**src/rtl/minibyte_demux_8x.sv**
```systemverilog
// Registered 1->8 demultiplexer with valid/ready handshake, one word in flight.
// Optional lane-accept timeout enabled by defining MINIBYTE_DEMUX_TIMEOUT_EN.
module minibyte_demux_8x #(
  parameter int unsigned WIDTH          = 8,
  parameter int unsigned TIMEOUT_CYCLES = 16
) (
  input  logic               clk_in,
  input  logic               rst_in,
  input  logic [WIDTH-1:0]   data_in,
  input  logic [2:0]         sel_in,
  input  logic               valid_in,
  output logic               ready_out,
  output logic [8*WIDTH-1:0] lane_data_out,
  output logic [7:0]         lane_valid_out,
  input  logic [7:0]         lane_ready_in,
  output logic               err_out
);

  typedef enum logic {IDLE, OFFER} state_t;

  state_t       state, state_nxt;
  logic [2:0]   sel_q;
  logic         take;
  logic         accept;
  logic         expire;

  assign take   = valid_in && (state == IDLE);
  assign accept = (state == OFFER) && lane_ready_in[sel_q];

  always_ff @(posedge clk_in or posedge rst_in) begin
    if (rst_in) state <= IDLE;
    else        state <= state_nxt;
  end

  always_comb begin
    state_nxt = state;
    ready_out = 1'b0;
    case (state)
      IDLE: begin
        ready_out = 1'b1;
        if (valid_in) state_nxt = OFFER;
      end
      OFFER: begin
        if (accept || expire) state_nxt = IDLE;
      end
      default: state_nxt = IDLE;
    endcase
  end

  // lane_valid_out is decoded from registered state only, so it drops on the accept edge
  always_comb begin
    lane_valid_out = '0;
    if (state == OFFER) lane_valid_out[sel_q] = 1'b1;
  end

  always_ff @(posedge clk_in or posedge rst_in) begin
    if (rst_in) begin
      sel_q         <= '0;
      lane_data_out <= '0;
    end else if (take) begin
      sel_q <= sel_in;
      for (int unsigned k = 0; k < 8; k++) begin
        if (sel_in == 3'(k)) lane_data_out[k*WIDTH +: WIDTH] <= data_in;
      end
    end
  end

`ifdef MINIBYTE_DEMUX_TIMEOUT_EN
  localparam logic [7:0] CNT_LAST = 8'(TIMEOUT_CYCLES - 1);

  logic [7:0] wait_cnt;
  logic       err_q;

  // expiry fires on the edge ending the TIMEOUT_CYCLES-th offer cycle; accept has priority
  assign expire  = (state == OFFER) && !lane_ready_in[sel_q] && (wait_cnt == CNT_LAST);
  assign err_out = err_q;

  always_ff @(posedge clk_in or posedge rst_in) begin
    if (rst_in) begin
      wait_cnt <= '0;
      err_q    <= 1'b0;
    end else begin
      if (take)                         wait_cnt <= '0;
      else if (state == OFFER && !accept) wait_cnt <= wait_cnt + 8'd1;
      if (expire) err_q <= 1'b1;
    end
  end
`else
  assign expire  = 1'b0;
  assign err_out = 1'b0;
`endif

endmodule
```
**config.mk**
```make
export PLATFORM = sky130hd
export DESIGN_NAME = minibyte_demux_8x
export DESIGN_NICKNAME = d
export VERILOG_FILES = /design/src/rtl/minibyte_demux_8x.sv
export SDC_FILE = /design/constraint.sdc
export NUM_CORES = 1
export LEC_CHECK = 0
export BUFFER_PORTS_ARGS = -buffer_cell sky130_fd_sc_hd__buf_2
export CAP_MARGIN = 20
export CORE_ASPECT_RATIO = 1.4
export CORE_UTILIZATION = 40
export DETAILED_ROUTE_END_ITERATION = 16
export HOLD_SLACK_MARGIN = 0.1
export PLACE_DENSITY = 0.75
export SLEW_MARGIN = 20
export SYNTH_ARGS = -nofsm -noshare
export SYNTH_HDL_FRONTEND = slang
export SYNTH_SLANG_ARGS = --single-unit
```
**constraint.sdc**
```tcl
create_clock -name clk_in -period 3.1 [get_ports clk_in]
set_clock_uncertainty 0.1 [all_clocks]
set_input_delay 0.62 -clock clk_in [delete_from_list [all_inputs] [get_ports clk_in]]
set_output_delay 0.62 -clock clk_in [all_outputs]
set_load 0.05 [all_outputs]
```
==> results_dict.tcl, run 1 <==
set metrics [dict create \
    status "complete, no violations" \
    antenna_found_initial 0 \
    fin_crit_sh 0.6902 \
    insertion_delay_ns 0.33 \
    postCtsSetupBuffers 0 \
    numCtsBuffers 9 \
    worst-path-buf-inv 1 \
    critPathMaxStageDelay_ns 0.49 \
    tightest_slew_ns 0.6987 \
    tritoncts "yes" \
    die_h_um 100.3 \
    final_antenna_net_count 0 \
    grt_max_degree 37 \
    startpoint_type "flop" \
    cts_buffer_depth 2 \
    cts_resized 0 \
    path_cells "nand2_1 -> nor3_1 -> buf_2" \
    synth_warnings 0 \
    max_cap_violations 0 \
    globalRouteOverflowTotal 0 \
    netlist_instances 176 \
    start_util 0.4178 \
    design.die.area_um2 7247 \
    gp_congestion 0.7713 \
    final_max_slew_viol_count 0 \
    clock-sinks 68 \
    cts_max_level 3 \
    fin_crit_ns 2.140 \
    drt-initial-drc-count 83 \
    crit_type "reg -> out" \
    synthesis.nets 198 \
    grt_pass1_wl_mm 9.494 \
    drtPass1Iterations 5 \
    vias 1792 \
    drc 0 \
    io_buffers 94 \
    hold_violations 0 \
    grt.total_usage 0.1796 \
    wire_per_inst_um 16.16 \
    grt_pass1_vias 1816 \
    critPathTopFamily "flip-flops" \
    critPathMaxFanout 7 \
    stdcell_area_um2 3505 \
    cts.root.buffer_cell "clkbuf_8" \
    final_cells 374 \
    placed_area_um2 3336 \
    maxSlewHeadroom 0.5335 \
    vias_per_cell 4.791 \
    num_io_pins 96 \
    hold_path.class "in -> async" \
    fp.dieW_um 72.24 \
    setup_viol 0 \
    syn2layout_area_growth_pct 26.86 \
    slowest_stage "dfrtp_1" \
    wirelength_mm 6.042 \
    core.rowCount 35 \
    dp_cells 358 \
    cp.arrival_ns 1.42 \
    cts.clk_slew.worst_paths_ns 0.07 \
    rsz0062_at_grt "false" \
    core_um2 6613 \
    ys_types 21 \
    final.setup.tns_ns 0 \
    cp-end-kind "output port" \
    cts_hold_buf 0 \
    synth_area_um2 2763 \
    diodes 0 \
    ys_seq_area_frac 0.6159 \
    ys_ff_latch 68 \
    postSynthAreaPerCell_um2 15.70 \
    drive_gt1_frac 0.6596 \
    dp_hpwl_mm 4.381 \
    final_nets 299 \
    required_ns 2.38 \
    clock.fmax_mhz 467.4 \
]
[metrics by stage]
step                        util  setup WS, ns  hold slack, ns
after detailed placement  0.5044        0.9084          0.3884
final                     0.5300        0.9603          0.2955
after floorplan                -        0.6685          0.4574
after global placement    0.5044        0.9411          0.3828
after CTS                 0.5300        0.9413          0.3072
after global routing      0.5300        0.8790          0.3461
[kinds of logic after synthesis]
kind of cell	share of synthesized area
multiplexers	0.2917
flip-flops	0.6159
AND/OR/NAND/NOR	0.07066
buffers and inverters	0.01585
AO/OA/AOI/OAI	0.004528
other	0.001357
[synthesized netlist by cell type]
master    count  area (µm²)
a21o_1        1       7.510
and3_1        1       6.260
buf_2         2       10.01
buf_4         3       22.52
conb_1        1       3.750
dfrtp_1      68        1702
inv_1         3       11.26
mux2_2       66       743.2
mux2i_1       4       40.04
mux4_2        1       22.52
nand2_1       5       18.77
nand2b_1      2       12.51
nand3_2       1       10.01
nand3b_2      2       22.52
nand3b_4      1       20.02
nor2_1        7       26.28
nor2_2        1       6.260
nor2b_1       1       6.260
nor3_1        2       10.01
nor3b_4       3       56.30
o21ai_0       1       5.000
[state kept, by name, indices dropped and copies added, names as in the netlist]
signal / flops
lane_data_out: 64
sel_q: 3
state: 1
[final timing paths]
kind / depth (start not counted) / end / slack, ns / start
max: 3 / lane_valid_out[0] / 0.96 / state
min: 2 / lane_data_out[23] / 0.30 / rst_in
max reg2reg: 3 / lane_data_out[48] / 1.17 / state
min reg2reg: 1 / lane_data_out[54] / 0.40 / lane_data_out[54]
max in group asynchronous: 3 / lane_data_out[48] / 1.98 / rst_in
min in group clk_in: 1 / lane_data_out[54] / 0.40 / lane_data_out[54]
[routing by layer]
metal,wire length [µm],vias to the layer above,part of all wire,GRT usage
met5,0,-,0,0
met4,115,0,0.019,0.08597
met3,244,9,0.040,0.04116
met2,3187,58,0.53,0.2998
met1,2495,900,0.41,0.2177
li1,-,825,-,-
[area by class of cell]
class                      instances  area, µm²
fill                             564       3108
sequential                        68       1702
multi-input combinational        100       1017
timing repair buffer              95      490.5
clock buffer                      11      141.4
tap                               92      115.1
clock inverter                     5      27.53
inverter                           3      11.26
[cell usage in the layout (no fill, tap or decap)]
cell	n
nand3b_4	1
nor2_2	1
buf_2	94
o21ai_0	1
nor2b_1	1
clkbuf_1	1
nor3b_4	3
inv_2	1
nand3_2	1
nor3_1	2
inv_1	2
clkbuf_8	10
mux2_2	66
mux4_2	1
nand3b_2	2
a21o_1	1
clkinvlp_4	1
dfrtp_1	68
buf_12	1
nand2b_1	2
and3_1	1
conb_1	1
nand2_1	5
nor2_1	7
mux2i_1	4
clkinv_2	4
Power of run 1 is not shown: default switching activity piles up to over one toggle a cycle in this logic, so the estimate is an artifact.
==> run 2: changes to the inputs <==
clock period = 2.03 ns   (was 3.1 ns; I/O delays follow)
==> run 2 against run 1 <==
- hold slack improved by 0.0030 ns
- count of clock-buffer cells in the layout shrank 2
- design area is 4.0% higher
- cell count rose by 2.7%
- die area unchanged
- via count rose by 2.7%
- first-iteration DRC count fell by 22%
- sequential share of layout area is 1.8 points lower
- critical path depth unchanged
- global-route usage up 0.50 points
- largest cell class unchanged
- highest routed layer unchanged
==> results_dict.tcl, run 2 (synthesis gave the netlist of run 1 again) <==
set metrics [dict create \
    rsz0062_at_grt "false" \
    syn2layout_area_growth_pct 31.88 \
    clock-sinks 68 \
    gp_congestion 0.8052 \
    largestRegisters "lane_data_out (64), sel_q (3), state (1)" \
    regArea_um2 1703 \
    layout_common_cells "94 x buf_2, 67 x dfrtp_1, 66 x mux2_2" \
    setup_viol 0 \
    fp.dieW_um 72.24 \
    globalRouteOverflowTotal 0 \
    layout_commonest_cell "buf_2" \
    vias_per_cell 4.792 \
    max_cap_violations 0 \
    wire_per_inst_um 15.95 \
    antenna_found_initial 0 \
    vias 1840 \
    grt_max_degree 69 \
    num_io_pins 96 \
    diodes 0 \
    start_util 0.4178 \
    final_max_slew_viol_count 0 \
    drc 0 \
    status "complete, no violations" \
    grt_pass1_wl_mm 9.708 \
    insertion_delay_ns 0.33 \
    core.rowCount 35 \
    crit_type "reg -> out" \
    slowest_stage "dfrtp_1" \
    drt-initial-drc-count 65 \
    clock.fmax_mhz 520.2 \
    path_cells "nand2_1 -> nor2_1 -> buf_2" \
    fillers 568 \
    cp-end-kind "output port" \
    fin_crit_ns 1.922 \
    wl_met2_mm 3.193 \
    numCtsBuffers 9 \
    drtPass1Iterations 3 \
    wl_met3_um 323 \
    hold_violations 0 \
    dp_cells 367 \
    cp.arrival_ns 1.42 \
    critPathTopFamily "flip-flops" \
    final_nets 309 \
    grt.total_usage 0.1846 \
    cts_buffer_depth 2 \
    wirelength_mm 6.125 \
    dp_hpwl_mm 4.354 \
    largest_register_ffs 64 \
    final_cells 384 \
    io_buffers 94 \
    grt_pass1_vias 1867 \
    top_layer "met4" \
    worst-path-buf-inv 1 \
    top_register "lane_data_out" \
    die_h_um 100.3 \
    cts.root.buffer_cell "clkbuf_8" \
    critPathMaxFanout 7 \
    hold_path.class "in -> reg" \
    final_antenna_net_count 0 \
    final.setup.tns_ns 0 \
    required_ns 1.52 \
    cts.clk_slew.worst_paths_ns 0.08 \
    cts_max_level 3 \
    critPathMaxStageDelay_ns 0.49 \
    design.die.area_um2 7247 \
    core_um2 6613 \
    wl_met1_mm 2.512 \
    drive_gt1_frac 0.6815 \
    startpoint_type "flop" \
    fin_crit_sh 0.9469 \
    tritoncts "yes" \
    multi_input_area_um2 1027 \
]
## run 2: cell count changes in the layout (fill, tap and decap cells not counted), moves of 2 or more
cell	delta
buf_4	+9
nor3_2	+2
bufinv_16	+2
nor3_1	-2
## run 2: final timing paths
| check | from | to | slack, ns | cells past startpoint |
|---|---|---|---|---|
| min | data_in[4] | lane_data_out[4] | 0.30 | 2 |
| min reg2reg | lane_data_out[8] | lane_data_out[8] | 0.40 | 1 |
| max reg2reg | state | lane_data_out[48] | 0.31 | 4 |
| min in group asynchronous | rst_in | lane_data_out[11] | 0.61 | 4 |
| max | state | lane_valid_out[5] | 0.11 | 3 |
| max in group asynchronous | rst_in | sel_q[0] | 0.94 | 4 |
## run 2: cell type report
cell class                 count  share of cell area
sequential                    68              0.4674
multi-input combinational    100              0.2819
timing repair buffer         105              0.1559
clock buffer                   9             0.03400
tap                           92             0.03159
clock inverter                 7             0.02507
inverter                       3            0.004121
## run 2: metal layers
metal  global-route usage  vias up
li1                     -      841
met1               0.2293      932
met3              0.04016        8
met5                    0        -
met2               0.3027       59
met4              0.09050        0
## run 2: through the flow
| step | setup WS (ns) | utilization | cell area, µm² | hold WS (ns) |
|---|---|---|---|---|
| after floorplan | 0.2117 | - | 2776 | 0.4565 |
| after global placement | 0.3105 | 0.5167 | 3417 | 0.3830 |
| after detailed placement | 0.2843 | 0.5167 | 3417 | 0.3875 |
| after CTS | 0.04044 | 0.5508 | 3642 | 0.2863 |
| after global routing | 0.03389 | 0.5510 | 3643 | 0.3008 |
| final | 0.1078 | 0.5510 | 3643 | 0.2985 |
## run 2: worst reg2reg max path, cell delays in order (launching register included)
cell,delay [ns]
dfrtp_1,0.47
nand3b_4,0.24
nor3b_4,0.26
buf_4,0.20
mux2_2,0.34
## run 2: timing repair
action	4_1_cts	5_1_grt
setup buffers	0	0
hold buffers	1	0
gates resized for setup	0	1
hold endpoints to repair	68	0
setup endpoints to repair	0	5
Power of run 2 is left out for the same reason.
==> run 3: changes to the inputs <==
CORE_MARGIN = 2   (was not set)
CORE_UTILIZATION = 49   (was 40)
PLACE_DENSITY = 0.88   (was 0.75)
==> run 3 against run 2 <==
- die area fell by 14%
- critical path depth did not move
- routed wire length up 0.29%
- global-route usage rose by 2.8 points
- via count increased by 0.82%
- critical endpoint is now lane_valid_out[0]
==> results_dict.tcl, run 3 (synthesis gave the netlist of run 1 again) <==
set metrics [dict create \
    status "complete, no violations" \
    start_util 0.5036 \
    finalWorstSetupSlack_ns 0.1193 \
    drc 0 \
    setup_viol 0 \
    design.die.area_um2 6263 \
    drt-initial-drc-count 74 \
    cts.root.buffer_cell "clkbuf_8" \
    wirelength_mm 6.143 \
    hold_violations 0 \
    max_cap_violations 0 \
    drtPass1Iterations 4 \
    hold_path.class "in -> reg" \
    grt_pass1_vias 1842 \
    cts.clk_slew.worst_paths_ns 0.07 \
    syn2layout_area_growth_pct 31.43 \
    numCtsBuffers 9 \
    hold_depth 2 \
    fillers 410 \
    grtUsageMet2 0.3505 \
    required_ns 1.52 \
    met1_usage 0.2579 \
    grt_max_degree 25 \
    hp-start "data_in[2]" \
    fin_crit_ns 1.911 \
    vias 1855 \
    rr_startpoint "state" \
    rrSetupSlack_ns 0.17 \
    cp.arrival_ns 1.40 \
    largest_register_ffs 64 \
    crit_type "reg -> out" \
    ff2ff_path_depth 3 \
    die_h_um 92.85 \
    fin_crit_sh 0.9412 \
    insertion_delay_ns 0.34 \
    largestRegisters "lane_data_out (64), sel_q (3), state (1)" \
    grt.total_usage 0.2127 \
    hold-path-endpoint "lane_data_out[26]" \
    io_buffers 94 \
    clock-sinks 68 \
    antenna_found_initial 0 \
    final_antenna_net_count 0 \
    grt-busiest-layer "met2" \
    layout_common_cells "94 x buf_2, 67 x dfrtp_1, 66 x mux2_2" \
    final.setup.tns_ns 0 \
    use_met3 0.03767 \
    drive_gt1_frac 0.6793 \
    fp.dieW_um 67.46 \
    globalRouteOverflowTotal 0 \
    final_nets 307 \
    critPathMaxFanout 7 \
    num_io_pins 96 \
    grt_pass1_wl_mm 9.411 \
    vias_per_cell 5.182 \
    r2r-end "lane_data_out[30]" \
    core.rowCount 32 \
    startpoint_type "flop" \
    wire_per_inst_um 17.16 \
    core_um2 5485 \
    rsz0062_at_grt "false" \
    maxSlewHeadroom 0.6332 \
    dp_slack_ns 0.1423 \
    top_register "lane_data_out" \
    tritoncts "yes" \
    final_max_slew_viol_count 0 \
    dp_hpwl_mm 4.414 \
    gp_congestion 0.7080 \
    clock.fmax_mhz 523.4 \
    tightest_slew_ns 0.5490 \
    cp-end-kind "output port" \
    diodes 0 \
    cts_buffer_depth 2 \
    layout_commonest_cell "buf_2" \
    cts_max_level 3 \
]
run 3: final cells by class:
| type | count | area [µm²] | share of cell area |
|---|---|---|---|
| clock buffers | 9 | 123.9 | 0.03411 |
| flip-flops and latches | 68 | 1703 | 0.4690 |
| inverters | 3 | 15.01 | 0.004135 |
| clock inverters | 7 | 123.9 | 0.03411 |
| well taps | 68 | 85.08 | 0.02343 |
| multi-input cells | 100 | 1027 | 0.2829 |
| repair buffers | 103 | 553.0 | 0.1523 |
run 3: per-stage QoR:
| stage | util | instance area (µm²) | std cells | hold slack (ns) |
|---|---|---|---|---|
| 2_1_floorplan | - | 2776 | 176 | 0.4565 |
| 6_report | 0.6620 | 3631 | 358 | 0.2915 |
| 3_5_place_dp | 0.6147 | 3372 | 341 | 0.3819 |
| 3_3_place_gp | 0.6147 | 3372 | 341 | 0.3822 |
| 4_1_cts | 0.6617 | 3630 | 358 | 0.2819 |
| 5_1_grt | 0.6620 | 3631 | 358 | 0.3018 |
run 3: metal layers:
layer | share of wire | vias to the layer above
li1 | - | 838
met1 | 0.39 | 954
met2 | 0.55 | 54
met3 | 0.040 | 9
met4 | 0.017 | 0
met5 | 0 | -
run 3: repair_timing:
item	CTS	global route
hold buffers	1	0
resized for setup	0	1
buffers inserted	0	0
endpoints found under the hold margin	20	0
setup endpoints to repair	0	5
run 3: worst max path at each step:
stage | from | end | slack (ns) | cells after the start
final | state | lane_valid_out[0] | 0.12 | 3
after global routing | state | lane_valid_out[3] | 0.04 | 3
after CTS | sel_q[0] | lane_valid_out[6] | 0.06 | 3
after detailed placement | sel_in[2] | lane_data_out[31] | 0.14 | 4
after global placement | sel_in[2] | lane_data_out[24] | 0.20 | 4
after floorplan | sel_q[0] | lane_valid_out[2] | 0.21 | 3
run 3: critical path, stage by stage (launching register included):
cell and delay, ns:
dfrtp_1 0.50, nand2_1 0.17, nor3_2 0.12, buf_2 0.28
Power of run 3 is left out for the same reason.
